===== src/rtl/decode_pkg.sv =====
// Shared definitions for the decode stage.
//   - Opcode map (OPC_W-bit opcodes) and the control word each opcode produces.
//   - Control-word bit indices.
//   - Decode FSM state type {DEC, IMM}.
// Control word class field (bits 14:13): 0 none, 1 immediate ALU, 2 memory, 3 control flow.
package decode_pkg;

   localparam int unsigned OPC_W   = 4;
   localparam int unsigned CS_BITS = 15;

   // Control-word bit positions
   localparam int unsigned CS_ALU_OP    = 0;
   localparam int unsigned CS_ALU_SRC   = 1;
   localparam int unsigned CS_REG_WRITE = 2;
   localparam int unsigned CS_MEMR      = 3;
   localparam int unsigned CS_MEMW      = 4;
   localparam int unsigned CS_MTR       = 5;
   localparam int unsigned CS_BRANCH    = 6;
   localparam int unsigned CS_OUT       = 7;
   localparam int unsigned CS_IN        = 8;
   localparam int unsigned CS_PUSHPOP   = 9;
   localparam int unsigned CS_PUSHPC    = 10;
   localparam int unsigned CS_POPPC     = 11;
   localparam int unsigned CS_SPOP      = 12;
   localparam int unsigned CS_CLASS_LO  = 13;

   // Opcodes
   localparam logic [OPC_W-1:0] OP_NOP  = 4'h0;
   localparam logic [OPC_W-1:0] OP_ADD  = 4'h1;
   localparam logic [OPC_W-1:0] OP_SUB  = 4'h2;
   localparam logic [OPC_W-1:0] OP_ADDI = 4'h3;
   localparam logic [OPC_W-1:0] OP_LD   = 4'h4;
   localparam logic [OPC_W-1:0] OP_ST   = 4'h5;
   localparam logic [OPC_W-1:0] OP_LDD  = 4'h6;
   localparam logic [OPC_W-1:0] OP_STD  = 4'h7;
   localparam logic [OPC_W-1:0] OP_JMP  = 4'h8;
   localparam logic [OPC_W-1:0] OP_OUT  = 4'h9;
   localparam logic [OPC_W-1:0] OP_IN   = 4'hA;
   localparam logic [OPC_W-1:0] OP_PUSH = 4'hB;
   localparam logic [OPC_W-1:0] OP_POP  = 4'hC;
   localparam logic [OPC_W-1:0] OP_CALL = 4'hD;
   localparam logic [OPC_W-1:0] OP_RET  = 4'hE;
   localparam logic [OPC_W-1:0] OP_SPOP = 4'hF;

   typedef enum logic {DEC, IMM} state_e;

   function automatic logic [CS_BITS-1:0] bit_m(input int unsigned idx);
      return CS_BITS'(1) << idx;
   endfunction

   function automatic logic [CS_BITS-1:0] cls_m(input logic [1:0] cls);
      return CS_BITS'(cls) << CS_CLASS_LO;
   endfunction

   function automatic logic [CS_BITS-1:0] cs_of(input logic [OPC_W-1:0] opc);
      logic [CS_BITS-1:0] cs;
      cs = '0;
      case (opc)
         OP_ADD:  cs = bit_m(CS_REG_WRITE);
         OP_SUB:  cs = bit_m(CS_REG_WRITE) | bit_m(CS_ALU_OP);
         OP_ADDI: cs = bit_m(CS_REG_WRITE) | bit_m(CS_ALU_SRC) | cls_m(2'd1);
         OP_LD:   cs = bit_m(CS_MEMR) | bit_m(CS_REG_WRITE) | bit_m(CS_MTR) | cls_m(2'd2);
         OP_ST:   cs = bit_m(CS_MEMW) | cls_m(2'd2);
         OP_LDD:  cs = bit_m(CS_MEMR) | bit_m(CS_REG_WRITE) | bit_m(CS_MTR) | bit_m(CS_ALU_SRC)
                     | cls_m(2'd2);
         OP_STD:  cs = bit_m(CS_MEMW) | bit_m(CS_ALU_SRC) | cls_m(2'd2);
         OP_JMP:  cs = bit_m(CS_BRANCH) | bit_m(CS_ALU_SRC) | cls_m(2'd3);
         OP_OUT:  cs = bit_m(CS_OUT);
         OP_IN:   cs = bit_m(CS_IN) | bit_m(CS_REG_WRITE);
         OP_PUSH: cs = bit_m(CS_PUSHPOP) | bit_m(CS_MEMW) | cls_m(2'd2);
         OP_POP:  cs = bit_m(CS_PUSHPOP) | bit_m(CS_MEMR) | bit_m(CS_REG_WRITE) | bit_m(CS_MTR)
                     | cls_m(2'd2);
         OP_CALL: cs = bit_m(CS_PUSHPC) | bit_m(CS_BRANCH) | bit_m(CS_ALU_SRC) | cls_m(2'd3);
         OP_RET:  cs = bit_m(CS_POPPC) | bit_m(CS_BRANCH) | cls_m(2'd3);
         OP_SPOP: cs = bit_m(CS_SPOP) | bit_m(CS_REG_WRITE);
         default: cs = '0;
      endcase
      return cs;
   endfunction

endpackage


===== src/rtl/control_decoder.sv =====
// Purely combinational opcode -> control word decoder.
//   i_opc  opcode (decode_pkg::OPC_W bits)
//   o_cs   control word (CS_W bits), layout defined in decode_pkg
import decode_pkg::*;

module control_decoder #(
   parameter int unsigned CS_W = 15
) (
   input  logic [decode_pkg::OPC_W-1:0] i_opc,
   output logic [CS_W-1:0]              o_cs
);

   assign o_cs = CS_W'(cs_of(i_opc));

endmodule


===== src/rtl/decode_stage_p.sv =====
// Pipelined decode stage: decodes one word per cycle, reads operands from an
// internal register file with write-back bypass, and drives a registered ID/EX bundle.
// Two-word immediate instructions, load-use bubbles, and stall/flush handshake.
//   clk, reset (async active-low)
//   in_valid/instr/in_ready  fetch side handshake
//   flush, ex_stall          downstream control
//   wb_en/wb_addr/wb_data    register-file write port
//   out_*                    registered ID/EX bundle; hazard is combinational
import decode_pkg::*;

module decode_stage_p #(
   parameter  int unsigned DATA_W  = 16,
   parameter  int unsigned REG_CNT = 8,
   parameter  int unsigned CS_W    = 15,
   parameter  int unsigned OPC_W   = 4,
   localparam int unsigned AW      = $clog2(REG_CNT)
) (
   input  logic              clk,
   input  logic              reset,
   input  logic              in_valid,
   input  logic [DATA_W-1:0] instr,
   output logic              in_ready,
   input  logic              flush,
   input  logic              ex_stall,
   input  logic              wb_en,
   input  logic [AW-1:0]     wb_addr,
   input  logic [DATA_W-1:0] wb_data,
   output logic              out_valid,
   output logic [CS_W-1:0]   out_cs,
   output logic [AW-1:0]     out_rd,
   output logic [AW-1:0]     out_rs1,
   output logic [AW-1:0]     out_rs2,
   output logic [DATA_W-1:0] out_rd1,
   output logic [DATA_W-1:0] out_rd2,
   output logic [DATA_W-1:0] out_imm,
   output logic              hazard
);

   localparam int unsigned PKG_OPC_W = decode_pkg::OPC_W;

   logic [DATA_W-1:0] r_rf [REG_CNT];
   state_e            r_state;
   logic [CS_W-1:0]   r_h_cs;
   logic [AW-1:0]     r_h_rs1, r_h_rs2;
   logic              r_valid;
   logic [CS_W-1:0]   r_cs;
   logic [AW-1:0]     r_rd, r_rs2;
   logic [DATA_W-1:0] r_rd1, r_rd2, r_imm;

   logic [OPC_W-1:0]     w_opc;
   logic [PKG_OPC_W-1:0] w_dec_opc;
   logic [AW-1:0]        w_rs1, w_rs2, w_ra1, w_ra2;
   logic [CS_W-1:0]      w_cs, w_ld_cs;
   logic [DATA_W-1:0]    w_rd1, w_rd2, w_ld_imm;
   logic                 w_hazard, w_ready, w_accept, w_load, w_first;

   assign w_opc     = instr[DATA_W-1 -: OPC_W];
   assign w_rs1     = instr[DATA_W-OPC_W-1 -: AW];
   assign w_rs2     = instr[DATA_W-OPC_W-AW-1 -: AW];
   assign w_dec_opc = PKG_OPC_W'(w_opc);

   control_decoder #(.CS_W(CS_W)) u_ctrl_dec (
      .i_opc (w_dec_opc),
      .o_cs  (w_cs)
   );

   // Load-use: the bundle holds a load whose destination the incoming word reads.
   assign w_hazard = (r_state == DEC) && in_valid && r_valid && r_cs[CS_MEMR]
                     && r_cs[CS_REG_WRITE] && ((r_rd == w_rs1) || (r_rd == w_rs2));

   assign w_ready  = reset && !ex_stall && !w_hazard && !flush;
   assign w_accept = in_valid && w_ready;
   // First word of an immediate instruction is parked, not loaded.
   assign w_first  = (r_state == DEC) && w_cs[CS_ALU_SRC];
   assign w_load   = w_accept && !w_first;

   // Operand addresses and bundle sources: live fields in DEC, held fields in IMM.
   assign w_ra1    = (r_state == IMM) ? r_h_rs1 : w_rs1;
   assign w_ra2    = (r_state == IMM) ? r_h_rs2 : w_rs2;
   assign w_ld_cs  = (r_state == IMM) ? r_h_cs  : w_cs;
   assign w_ld_imm = (r_state == IMM) ? instr   : '0;

   // Write-back bypass so a same-cycle write is visible to the read.
   assign w_rd1 = (wb_en && (wb_addr == w_ra1)) ? wb_data : r_rf[w_ra1];
   assign w_rd2 = (wb_en && (wb_addr == w_ra2)) ? wb_data : r_rf[w_ra2];

   always_ff @(posedge clk or negedge reset) begin
      if (!reset) begin
         for (int i = 0; i < int'(REG_CNT); i++) r_rf[i] <= '0;
      end else if (wb_en) begin
         r_rf[wb_addr] <= wb_data;
      end
   end

   always_ff @(posedge clk or negedge reset) begin
      if (!reset) begin
         r_state <= DEC;
         r_h_cs  <= '0;
         r_h_rs1 <= '0;
         r_h_rs2 <= '0;
         r_valid <= 1'b0;
         r_cs    <= '0;
         r_rd    <= '0;
         r_rs2   <= '0;
         r_rd1   <= '0;
         r_rd2   <= '0;
         r_imm   <= '0;
      end else if (flush) begin
         r_state <= DEC;
         r_h_cs  <= '0;
         r_h_rs1 <= '0;
         r_h_rs2 <= '0;
         r_valid <= 1'b0;
         r_cs    <= '0;
         r_rd    <= '0;
         r_rs2   <= '0;
         r_rd1   <= '0;
         r_rd2   <= '0;
         r_imm   <= '0;
      end else if (!ex_stall) begin
         case (r_state)
            DEC: begin
               if (w_accept && w_first) begin
                  r_h_cs  <= w_cs;
                  r_h_rs1 <= w_rs1;
                  r_h_rs2 <= w_rs2;
                  r_state <= IMM;
               end
            end
            IMM: begin
               if (w_accept) r_state <= DEC;
            end
            default: r_state <= DEC;
         endcase
         if (w_load) begin
            r_valid <= 1'b1;
            r_cs    <= w_ld_cs;
            r_rd    <= w_ra1;
            r_rs2   <= w_ra2;
            r_rd1   <= w_rd1;
            r_rd2   <= w_rd2;
            r_imm   <= w_ld_imm;
         end else begin
            r_valid <= 1'b0;
            r_cs    <= '0;
            r_rd    <= '0;
            r_rs2   <= '0;
            r_rd1   <= '0;
            r_rd2   <= '0;
            r_imm   <= '0;
         end
      end
   end

   assign in_ready  = w_ready;
   assign hazard    = w_hazard;
   assign out_valid = r_valid;
   assign out_cs    = r_cs;
   assign out_rd    = r_rd;
   assign out_rs1   = r_rd;
   assign out_rs2   = r_rs2;
   assign out_rd1   = r_rd1;
   assign out_rd2   = r_rd2;
   assign out_imm   = r_imm;

endmodule


===== config.mk =====
export PLATFORM = sky130hd
export DESIGN_NAME = decode_stage_p
export DESIGN_NICKNAME = d
export VERILOG_FILES = /design/src/rtl/decode_pkg.sv /design/src/rtl/control_decoder.sv /design/src/rtl/decode_stage_p.sv
export SDC_FILE = /design/constraint.sdc
export NUM_CORES = 1
export LEC_CHECK = 0
export CELL_PAD_IN_SITES_DETAIL_PLACEMENT = 1
export CELL_PAD_IN_SITES_GLOBAL_PLACEMENT = 2
export CORE_UTILIZATION = 40
export CTS_CLUSTER_DIAMETER = 80
export DETAILED_ROUTE_END_ITERATION = 10
export DONT_BUFFER_PORTS = 1
export PLACE_DENSITY_LB_ADDON = 0.12
export SKIP_LAST_GASP = 1
export SLEW_MARGIN = 0
export SYNTH_ARGS = -nofsm -noshare
export SYNTH_HDL_FRONTEND = slang
export SYNTH_SLANG_ARGS = --single-unit

===== constraint.sdc =====
create_clock -name clk -period 2.9 [get_ports clk]
set_input_delay 0.435 -clock clk [delete_from_list [all_inputs] [get_ports clk]]
set_output_delay 0.435 -clock clk [all_outputs]
set_load 0.02 [all_outputs]

Word-level counts from Yosys, hierarchy flattened --
Memory sizes are Yosys's and may differ from the RTL's. Index checks and enable logic that the tools add are counted.
Cells by class: $lt $le $gt $ge 4, shift operators 0, add/subtract/negate cells 0, eq/ne operators 6, multipliers 0, reduce and logical (&&, ||, !) cells 22, bitwise logic cells 4, div/mod/pow operators 0, mux-type cells 53
Operators by type and width (number):
- 16-bit 2-to-1 mux | 17
- 128-bit bitwise mux | 1
- 15-bit 2-to-1 mux | 8
- 16-bit binary-select mux with 3-bit select | 2
- 16-bit demux with 3-bit select | 1
- 3-bit 2-to-1 mux | 16
- 1-bit logical AND | 15
- 3-bit == test | 4
- 4-bit >= comparator (second input constant) | 3
- 3-bit inverter with 4-bit output | 3
- 1-bit 2-to-1 mux | 7
- 1-bit logical NOT | 4
- 4-bit by 1-bit less-than comparator with 1-bit output (second input constant) | 1
- 2-bit != test (second input constant) | 2
- 3-bit AND reduction | 1
- 1-bit case mux with 2 select lines | 1
- 2-bit nonzero test | 1
- 1-bit logical OR | 1
- 1-bit inverter | 1
Word-level totals: latch bits 0, word-level logic and storage cells 109, RAM bits 0, bits in registers 220, bits of input ports 41, memory bits (read-only) 240, memories 1, output and inout port bits 75
Memory list:
- (no name shown) | depth 16, width 15, read ports 1, clocked after memory_dff 0, write ports 0, RTL line decode_pkg.sv:58 | case (opc)

Longest topological paths before layout --
Gate-level depths: netlist of run 1.
depth in word-level cells 15, mapped depth 10, gate-level depth less buffers 8

Modules after synthesis --
From an unflattened synthesis of run 1, not the netlist that was laid out.
Unflattened totals: cells, all modules 1296, area total of the unflattened synthesis 12499.5 µm²
By module, submodules not included:
- decode_stage_p | area an instance 12160.4 µm², sequential area each 5505.3 µm², times used 1, cells each 1256
- control_decoder | area an instance 339.1 µm², sequential area each 0.0 µm², times used 1, cells each 40

Least setup slack after synthesis of run 1 --
No wires, ideal clock.
path kind input-to-reg, start point input instr[11], end point register r_rd2[10], in the netlist out_rd2[10], path buffers 2, library setup time 0.126 ns, required time 2.774 ns, arrival 2.190 ns, setup slack 0.584 ns, stages on the path 8, path through buf_2 -> xnor2_1 -> nand3_1 -> a211oi_2 -> nor3_2 -> and2_1 -> buf_2 -> a221o_1
Between the ends: cells in the longest elaborated chain, start to end 11
Ends and longest elaborated chain:
- start, declared | RTL line decode_stage_p.sv:21 | input logic [DATA_W-1:0] instr,
- 3-bit == test | RTL line decode_stage_p.sv:69 | && r_cs[CS_REG_WRITE] && ((r_rd == w_rs1) || (r_rd == w_rs2));
- 1-bit logical OR | RTL line decode_stage_p.sv:69
- 1-bit logical AND | RTL line decode_stage_p.sv:69
- named net hazard | RTL line decode_stage_p.sv:36 | output logic hazard
- 1-bit logical NOT | RTL line decode_stage_p.sv:71 | assign w_ready = reset && !ex_stall && !w_hazard && !flush;
- 1-bit logical AND (2 in a row) | RTL line decode_stage_p.sv:71
- 1-bit logical AND | RTL line decode_stage_p.sv:72 | assign w_accept = in_valid && w_ready;
- 1-bit logical AND | RTL line decode_stage_p.sv:75 | assign w_load = w_accept && !w_first;
- 16-bit 2-to-1 mux | RTL line decode_stage_p.sv:135 | if (w_load) begin
- 16-bit 2-to-1 mux | RTL line decode_stage_p.sv:120 | end else if (!ex_stall) begin
- 16-bit 2-to-1 mux | RTL line decode_stage_p.sv:108 | end else if (flush) begin
- end signal, assigned | RTL line decode_stage_p.sv:141 | r_rd2 <= w_rd2;
- end, declared | RTL line decode_stage_p.sv:48 | logic [DATA_W-1:0] r_rd1, r_rd2, r_imm;
The timed path passes the listed nets, and every way through them passes these cells. The select of a mux whose other input is x is not followed. A chain may end at the register's enable or synchronous reset.

Final worst setup path of run 1 --
start point register r_rd[2], in the netlist out_rd[2], end point output in_ready
Between the ends: cells in the longest elaborated chain, start to end 6, elaborated cells on any way between the ends 7, classes of those cells eq/ne (2); reduce/logical (5)
Ends and longest elaborated chain:
- start, declared | RTL line decode_stage_p.sv:47 | logic [AW-1:0] r_rd, r_rs2;
- start signal, assigned | RTL line decode_stage_p.sv:138 | r_rd <= w_ra1;
- 3-bit == test | RTL line decode_stage_p.sv:69
- 1-bit logical OR (*) | RTL line decode_stage_p.sv:69
- 1-bit logical AND (*) | RTL line decode_stage_p.sv:69
- 1-bit logical NOT (*) | RTL line decode_stage_p.sv:71
- 1-bit logical AND (*) (2 in a row) | RTL line decode_stage_p.sv:71
- end, declared | RTL line decode_stage_p.sv:22 | output logic in_ready,
Every way passes the cells marked *; elsewhere a longest branch is shown, timed or not.

==> metrics.yaml, run 1 <==
crit_top_cell: "buf_4"
area_growth_pct: 11.8
hold_buffers: 2
syn-num-nets: 1262
antenna_found_initial: 0
die_h_um: 174
fin_ws_ns: 0.186
synth_edf_count: 0
clkTransAtPathRegs_ns: 0.06
switching_share_pct: 28.0
synth_ff_type: "dfrtp_1"
seqPwrFrac_pct: 45.4
start_kind: "register"
row_count: 62
maxCapViolations: 0
hold_viol_final: 218
final_antenna_net_count: 0
slew_violations: 0
required_ns: 2.47
synth.area.top_cells: "dfrtp_1, mux2_2, nand2_1"
multi_input_area_um2: 5960
pwr-share-clk_pct: 38.3
place.gp.congestion: 0.797
synth_top_area_share_pct: 45.9
die_width_um: 174
cts_made_buffers: 26
cts_root_buf: "clkbuf_16"
irDropWorstVdd_v: 0.000384
status: "complete, but fails checks"
grt_pass1_vias: 10400
io_buffers: 0
timing.rr.end: "out_rd1[1]"
grt_pass1_wl_um: 65800
p_switching_mw: 2.37
yosys.area.top_type: "dfrtp_1"
ys_ff_latch: 218
crit_arrival_ns: 2.28
wl_per_cell_um: 26.6
avgSynthCellArea_um2: 9.79
power.density_nw_per_um2: 636
nNetsFinal: 1233
ff2ff_setup_slack_ns: 0.32
n_fill_cell: 3195
final.setup.tns_ns: 0
drive_gt1_share_pct: 21.5
cp.depth: 6
regArea_um2: 5460
overflow: 0
async_flop_share_pct: 100
core_um2: 28900
drt_iter0_markers: 625
clock_latency_ns: 0.54
synthDistinctLibCells: 66
comb_power_share_pct: 16.2
internal-power_mw: 6.08
violations: "negative hold slack"
path_max_fanout: 5
syn_area_um2: 11900
crit_end: "in_ready"
cts_tree: "yes"
start_util_pct: 41.1
firstDrtPassIters: 4
clock_skew_ns: 0.0164
grt_max_degree: 221
fmax_mhz: 368
yosys_warnings: 0
grt.total_usage_pct: 28.4
ios: 116
place_ws_ns: 0.292
hpwl_um: 26400
wirelength_um: 42300
rsz0062_at_grt: "no"
synthCells: 1215
crit_path_end_kind: "primary output"
drc_errors: 0
rr_worst_depth: 7
p_leak_nw: 5.51
timing.final.crit_share_pct: 93.6
cp-startpoint: "out_rd[2]"
n_antenna_cell: 0
post_cts_buffers: 0
holdWs_ns: -0.400
critPathMaxStageDelay_ns: 0.53
via_per_inst: 6.14
path_delay_family: "flip-flops"
clock-sinks: 218
hp-class: "in2async"
cp_slowest_cell: "dfrtp_2"
cts_max_level: 1
num_vias: 9745
crit_type: "reg2out"
dieArea_um2: 30400
finalSetupViolations: 0
rr_startpoint: "r_state"
yosysSeqAreaShare_pct: 45.9
path_cells: "xnor2_1 -> nand3_1 -> a211oi_4 -> buf_4 -> nor4b_1 -> buf_4"
period_needed_ns: 2.71
tightest_slew_ns: 1.23
clk_path_buf_depth: 3
max_slew_margin_pct: 17.9
crit_buf_inv: 2
what timing repair did:
action                                  in CTS  in global routing
cloned                                       0                  0
hold endpoints to repair                   223                218
endpoints found under the setup margin       1                  1
gates resized for setup                      1                  3
pin swaps                                    0                  0
per-layer routing:
layer	part of all wire [%]	global-route usage [%]
met5	0	0
met4	4.0	11.3
met3	4.7	4.13
met2	48	46.2
met1	44	37.8
registers in the layout (all words and copies together), names as in the netlist:
register,flops
out_rd2,16
out_cs,14
out_rd1,16
out_imm,16
r_h_rs2,3
r_h_cs,14
out_rd,3
out_valid,1
r_rf,128
r_state,1
r_h_rs1,3
out_rs2,3
cell type report:
class                   instances  area share (%)
repair buffers                 56            3.58
clock inverters                 5           0.461
clock buffers                  40            5.89
flip-flops and latches        218            41.1
multi-input cells             865            44.8
inverters                      19           0.537
well taps                     384            3.61
cells by family after synthesis:
kind of cell,synth area share [%]
AND/OR/NAND/NOR,15.2
AO/OA/AOI/OAI,17.4
flip-flops,45.9
multiplexers,15.2
buffers and inverters,4.76
XOR/XNOR,0.884
adder cells (fa/ha/maj),0.631
Yosys cell counts (all sizes together), types with 6 or more instances:
| master | count |
|---|---|
| nand4 | 7 |
| nor3b | 6 |
| a31oi | 16 |
| a21oi | 63 |
| inv | 19 |
| o211ai | 23 |
| dfrtp | 218 |
| ha | 6 |
| nand2 | 145 |
| and2 | 24 |
| nor4 | 20 |
| o22ai | 31 |
| buf | 49 |
| mux2i | 14 |
| o21ai | 72 |
| a221o | 13 |
| xnor2 | 11 |
| clkbuf | 64 |
| a22o | 27 |
| mux2 | 136 |
| a21o | 7 |
| a32oi | 14 |
| a211oi | 20 |
| nand3 | 21 |
| nand2b | 23 |
| nor3 | 26 |
| nor2 | 91 |
power by group through the flow:
stage | clock [mW] | combinational (mW) | sequential, mW
after global routing | 3.45 | 1.50 | 3.90
final | 3.24 | 1.37 | 3.84
after CTS | 3.32 | 1.38 | 3.84
after floorplan | 0 | 1.10 | 3.76
after detailed placement | 0 | 1.36 | 3.89
after global placement | 0 | 1.32 | 3.88
worst reg2reg max path, delay by kind of cell, from the launching register on:
| family | cells | cell delay (ns) |
|---|---|---|
| flops | 1 | 0.61 |
| compound gates | 1 | 0.14 |
| simple gates | 2 | 0.86 |
| buf+inv | 2 | 0.45 |
| xor+xnor | 1 | 0.16 |
| mux | 1 | 0.29 |
cells in the final DEF, fill, tap and decap left out, types with 26 or more instances in the layout:
| cell type | Yosys | routed |
|---|---|---|
| clkbuf_16 | 0 | 26 |
| dfrtp_1 | 218 | 215 |
| nor2_1 | 90 | 90 |
| a21oi_1 | 61 | 61 |
| o22ai_1 | 31 | 31 |
| a22o_1 | 27 | 27 |
| o21ai_0 | 32 | 32 |
| buf_4 | 4 | 50 |
| o21ai_1 | 40 | 40 |
| mux2_2 | 134 | 134 |
| nand2_1 | 145 | 145 |
worst min-delay path by stage:
stage | startpoint | to | slack (ns)
after floorplan | reset | out_cs[0] | 0.14
after global routing | reset | out_rd2[6] | -0.42
after global placement | reset | out_imm[5] | 0.15
final | reset | out_imm[1] | -0.40
after CTS | reset | r_rf[20] | -0.42
after detailed placement | reset | out_imm[4] | 0.15
per-stage QoR:
step	instance area [µm²]	total power, mW	hold WS [ns]	std cells	util [%]
2_1_floorplan	11900	4.85	0.139	1215	-
3_3_place_gp	12400	5.20	0.147	1540	42.9
3_5_place_dp	12400	5.25	0.148	1540	42.9
4_1_cts	13300	8.54	-0.422	1587	45.9
5_1_grt	13300	8.86	-0.420	1587	45.9
6_report	13300	8.46	-0.400	1587	45.9
Note: power is estimated with default switching activity, not from simulation.
==> run 2, diff against run 1 <==
--- a/config.mk
+++ b/config.mk
@@ -8,7 +8,7 @@
 export CELL_PAD_IN_SITES_DETAIL_PLACEMENT = 1
 export CELL_PAD_IN_SITES_GLOBAL_PLACEMENT = 2
 export CORE_UTILIZATION = 40
-export CTS_CLUSTER_DIAMETER = 80
+export CTS_CLUSTER_DIAMETER = 120
 export DETAILED_ROUTE_END_ITERATION = 10
 export DONT_BUFFER_PORTS = 1
 export PLACE_DENSITY_LB_ADDON = 0.12
==> results of run 2 <==
No change in the layout: final DEF, timing and power equal those of run 1.
==> run 3, diff against run 2 <==
--- a/config.mk
+++ b/config.mk
@@ -5,10 +5,10 @@
 export SDC_FILE = /design/constraint.sdc
 export NUM_CORES = 1
 export LEC_CHECK = 0
+export ABC_AREA = 1
 export CELL_PAD_IN_SITES_DETAIL_PLACEMENT = 1
 export CELL_PAD_IN_SITES_GLOBAL_PLACEMENT = 2
-export CORE_UTILIZATION = 40
-export CTS_CLUSTER_DIAMETER = 120
+export CORE_UTILIZATION = 37
 export DETAILED_ROUTE_END_ITERATION = 10
 export DONT_BUFFER_PORTS = 1
 export PLACE_DENSITY_LB_ADDON = 0.12
==> run 3 against run 2 <==
Effect of this change:
- highest routed layer unchanged
- cell area down 4.4%
- first-iteration DRC count increased by 15%
- sequential share of layout area up 1.9 points
- hold slack worse by 0.0063 ns
- the flow still finishes with violations (negative hold slack)
- critical path type unchanged
- clock power about the same
- maximum frequency up 1.1%
==> metrics.yaml, run 3 <==
status: "complete, but fails checks"
violations: "negative hold slack"
final_antenna_net_count: 0  # unchanged
clock_latency_ns: 0.54  # about the same
syn-num-nets: 1643  # +30%
row_count: 64  # +3.2%
cts_tree: "yes"
drt_iter0_markers: 718  # +15%
cts_max_level: 1  # unchanged
synth-xor-area-share_pct: 0.0758  # -0.81 points
area_growth_pct: 9.86
drc_errors: 0  # unchanged
clkTransAtPathRegs_ns: 0.06  # about the same
rsz0062_at_grt: "no"
path_max_fanout: 23  # +18
top_register: "r_rf"
crit_arrival_ns: 2.25  # -0.03 ns
syn_area_um2: 11600  # -2.8%
clk_path_buf_depth: 3  # unchanged
p_switching_mw: 2.50  # +5.3%
layout_common_cells: "nand2_1, nand3_1, dfrtp_1, o21ai_0, inv_1"
path_cells: "inv_2 -> buf_4 -> nand2_1 -> nor2_1 -> nand2_1 -> inv_1 -> nor4_1 -> buf_4"
finalSetupViolations: 0  # unchanged
rr_startpoint: "r_state"
via_per_inst: 5.32  # -13%
maxCapViolations: 0  # unchanged
start_kind: "register"
period_needed_ns: 2.69  # -0.0284 ns
io_buffers: 0  # unchanged
seqPwrFrac_pct: 44.7  # -0.7 points
yosys.area.top_type: "dfrtp_1"
drive_gt1_share_pct: 7.31  # -14 points
yosys_warnings: 0  # unchanged
switching_share_pct: 30.3  # +2.2 points
p_leak_nw: 6.36  # +16%
synth_common_cells: "nand2_1, nand3_1, dfrtp_1, o21ai_0, inv_1"
pwr-share-clk_pct: 38.9  # +0.6 points
wl_per_cell_um: 21.0  # -21%
hold_viol_final: 218  # unchanged
nNetsFinal: 1601  # +30%
synth_top_family_by_area: "simple AND/OR/NAND/NOR gates"
dieArea_um2: 32000  # +5.1%
grt.total_usage_pct: 26.4  # -1.9 points
wirelength_um: 41400  # -2.1%
ys_ff_latch: 218  # unchanged
tightest_slew_ns: 0.712  # -0.515 ns
yosysMostFrequentCell: "nand2_1"
die_h_um: 179  # +2.5%
irDropWorstVdd_v: 0.000440  # +15%
synthDistinctLibCells: 29  # -56%
max_slew_margin_pct: 52.6  # +35 points
cts_root_buf: "clkbuf_16"
synth_ff_type: "dfrtp_1"
fin_ws_ns: 0.214  # +0.0284 ns
clock_skew_ns: 0.00646  # -0.00992 ns
final.setup.tns_ns: 0  # unchanged
place.gp.congestion: 0.785  # -1.5%
synth.area.mux_share_pct: 0.0866  # -15 points
hpwl_um: 24300  # -7.9%
placed_cells: 1920  # +25%
path_delay_family: "buffers and inverters"
timing.final.crit_share_pct: 92.6  # -0.98 points
slew_violations: 0  # unchanged
overflow: 0  # unchanged
layoutNonFillerInstCount: 1969  # +24%
crit_path_end_kind: "primary output"
clock-sinks: 218  # unchanged
crit_type: "reg2out"
power_mw: 8.24  # -2.5%
n_antenna_cell: 0  # unchanged
cts_made_buffers: 27  # +3.8%
cp_slowest_cell: "dfrtp_2"
crit_buf_inv: 4  # +2
grt_pass1_vias: 10400  # +0.38%
hold_buffers: 1  # -1
avgSynthCellArea_um2: 7.24  # -26%
largest_reg_flops: 128  # unchanged
place_ws_ns: 0.594  # +0.302 ns
synthCells: 1596  # +31%
fmax_mhz: 372  # +1.1%
power.density_nw_per_um2: 649  # +2.0%
cp-startpoint: "r_state"
hp-class: "in2async"
post_cts_buffers: 0  # unchanged
die_width_um: 179  # +2.5%
comb_power_share_pct: 16.4  # +0.2 points
core_um2: 30700  # +6.0%
required_ns: 2.47  # about the same
firstDrtPassIters: 4  # unchanged
yosysSeqAreaShare_pct: 47.2  # +1.3 points
synth_edf_count: 0  # unchanged
yosys.area_share.simple_pct: 33.4  # +18 points
internal-power_mw: 5.75  # -5.6%
synth_top_area_share_pct: 47.2  # +1.3 points
async_flop_share_pct: 100  # unchanged
critPathMaxStageDelay_ns: 0.51  # -0.02 ns
grt_max_degree: 220  # -0.45%
start_util_pct: 37.7  # -3.4 points
holdWs_ns: -0.406  # -0.00629 ns
ios: 116  # unchanged
antenna_found_initial: 0  # unchanged
synth.area.top_cells: "dfrtp_1, nand2_1, nand3_1"
grt_pass1_wl_um: 64100  # -2.6%
synth_compound_area_share_pct: 9.47  # -8.0 points
num_vias: 10500  # +7.4%
final_common_cell: "nand2_1"
synthAdderAreaFrac_pct: 0.649  # +0.018 points
[run 3: through the flow]
| stage | area [µm²] | util [%] | hold WS [ns] |
|---|---|---|---|
| after floorplan | 11600 | - | 0.139 |
| after global placement | 11900 | 38.7 | 0.144 |
| after detailed placement | 11900 | 38.7 | 0.144 |
| after CTS | 12700 | 41.4 | -0.428 |
| after global routing | 12700 | 41.4 | -0.422 |
| final | 12700 | 41.4 | -0.406 |
[run 3: logic make-up (layout without fill, tap and decap cells)]
group | after synthesis | after routing
xor+xnor | 1 | 1
mux | 1 | 1
compound gates | 213 | 213
fa+ha+maj | 6 | 6
simple gates | 921 | 921
flops | 218 | 218
buf+inv | 236 | 213
[run 3: final timing paths]
path	to	cells after the start	slack, ns
setup reg to reg	out_cs[13]	8	0.71
hold / removal	out_imm[11]	0	-0.41
max in group asynchronous	r_rf[25]	0	2.70
setup / recovery	in_ready	8	0.21
min in group clk	r_rf[13]	2	0.02
hold reg to reg	r_rf[88]	2	0.49
[run 3: worst register-to-register path, delay by kind of cell (launching register included)]
family,cells,cell delay [ns]
AOI/OAI and AO/OA,1,0.11
DFF,1,0.51
buffers and inverters,4,0.80
and+or+nand+nor,3,0.64
[run 3: layout make-up]
class | count | area [µm²]
inverter | 134 | 509
clock buffer | 37 | 743
sequential | 218 | 5460
multi-input combinational | 1142 | 5080
clock inverter | 11 | 86.3
tap | 396 | 495
fill | 3834 | 18000
timing repair buffer | 31 | 323
[run 3: timing repair]
action | 4_1_cts | 5_1_grt
resized for setup | 0 | 4
endpoints found under the setup margin | 0 | 1
hold endpoints to repair | 220 | 218
[run 3: power by group through the flow]
| stage | registers, mW | logic, mW | clock network, mW |
|---|---|---|---|
| after floorplan | 3.66 | 1.02 | 0 |
| after global placement | 3.72 | 1.32 | 0 |
| after detailed placement | 3.73 | 1.35 | 0 |
| after CTS | 3.68 | 1.36 | 3.31 |
| after global routing | 3.73 | 1.56 | 3.43 |
| final | 3.68 | 1.35 | 3.21 |
[run 3: metal layers]
layer	vias to the layer above	track usage (%)	part of all wire, %
li1	5024	-	-
met4	0	5.23	1.7
met3	49	3.22	5.2
met2	267	43.1	46
met5	-	0	0
met1	5129	37.6	47
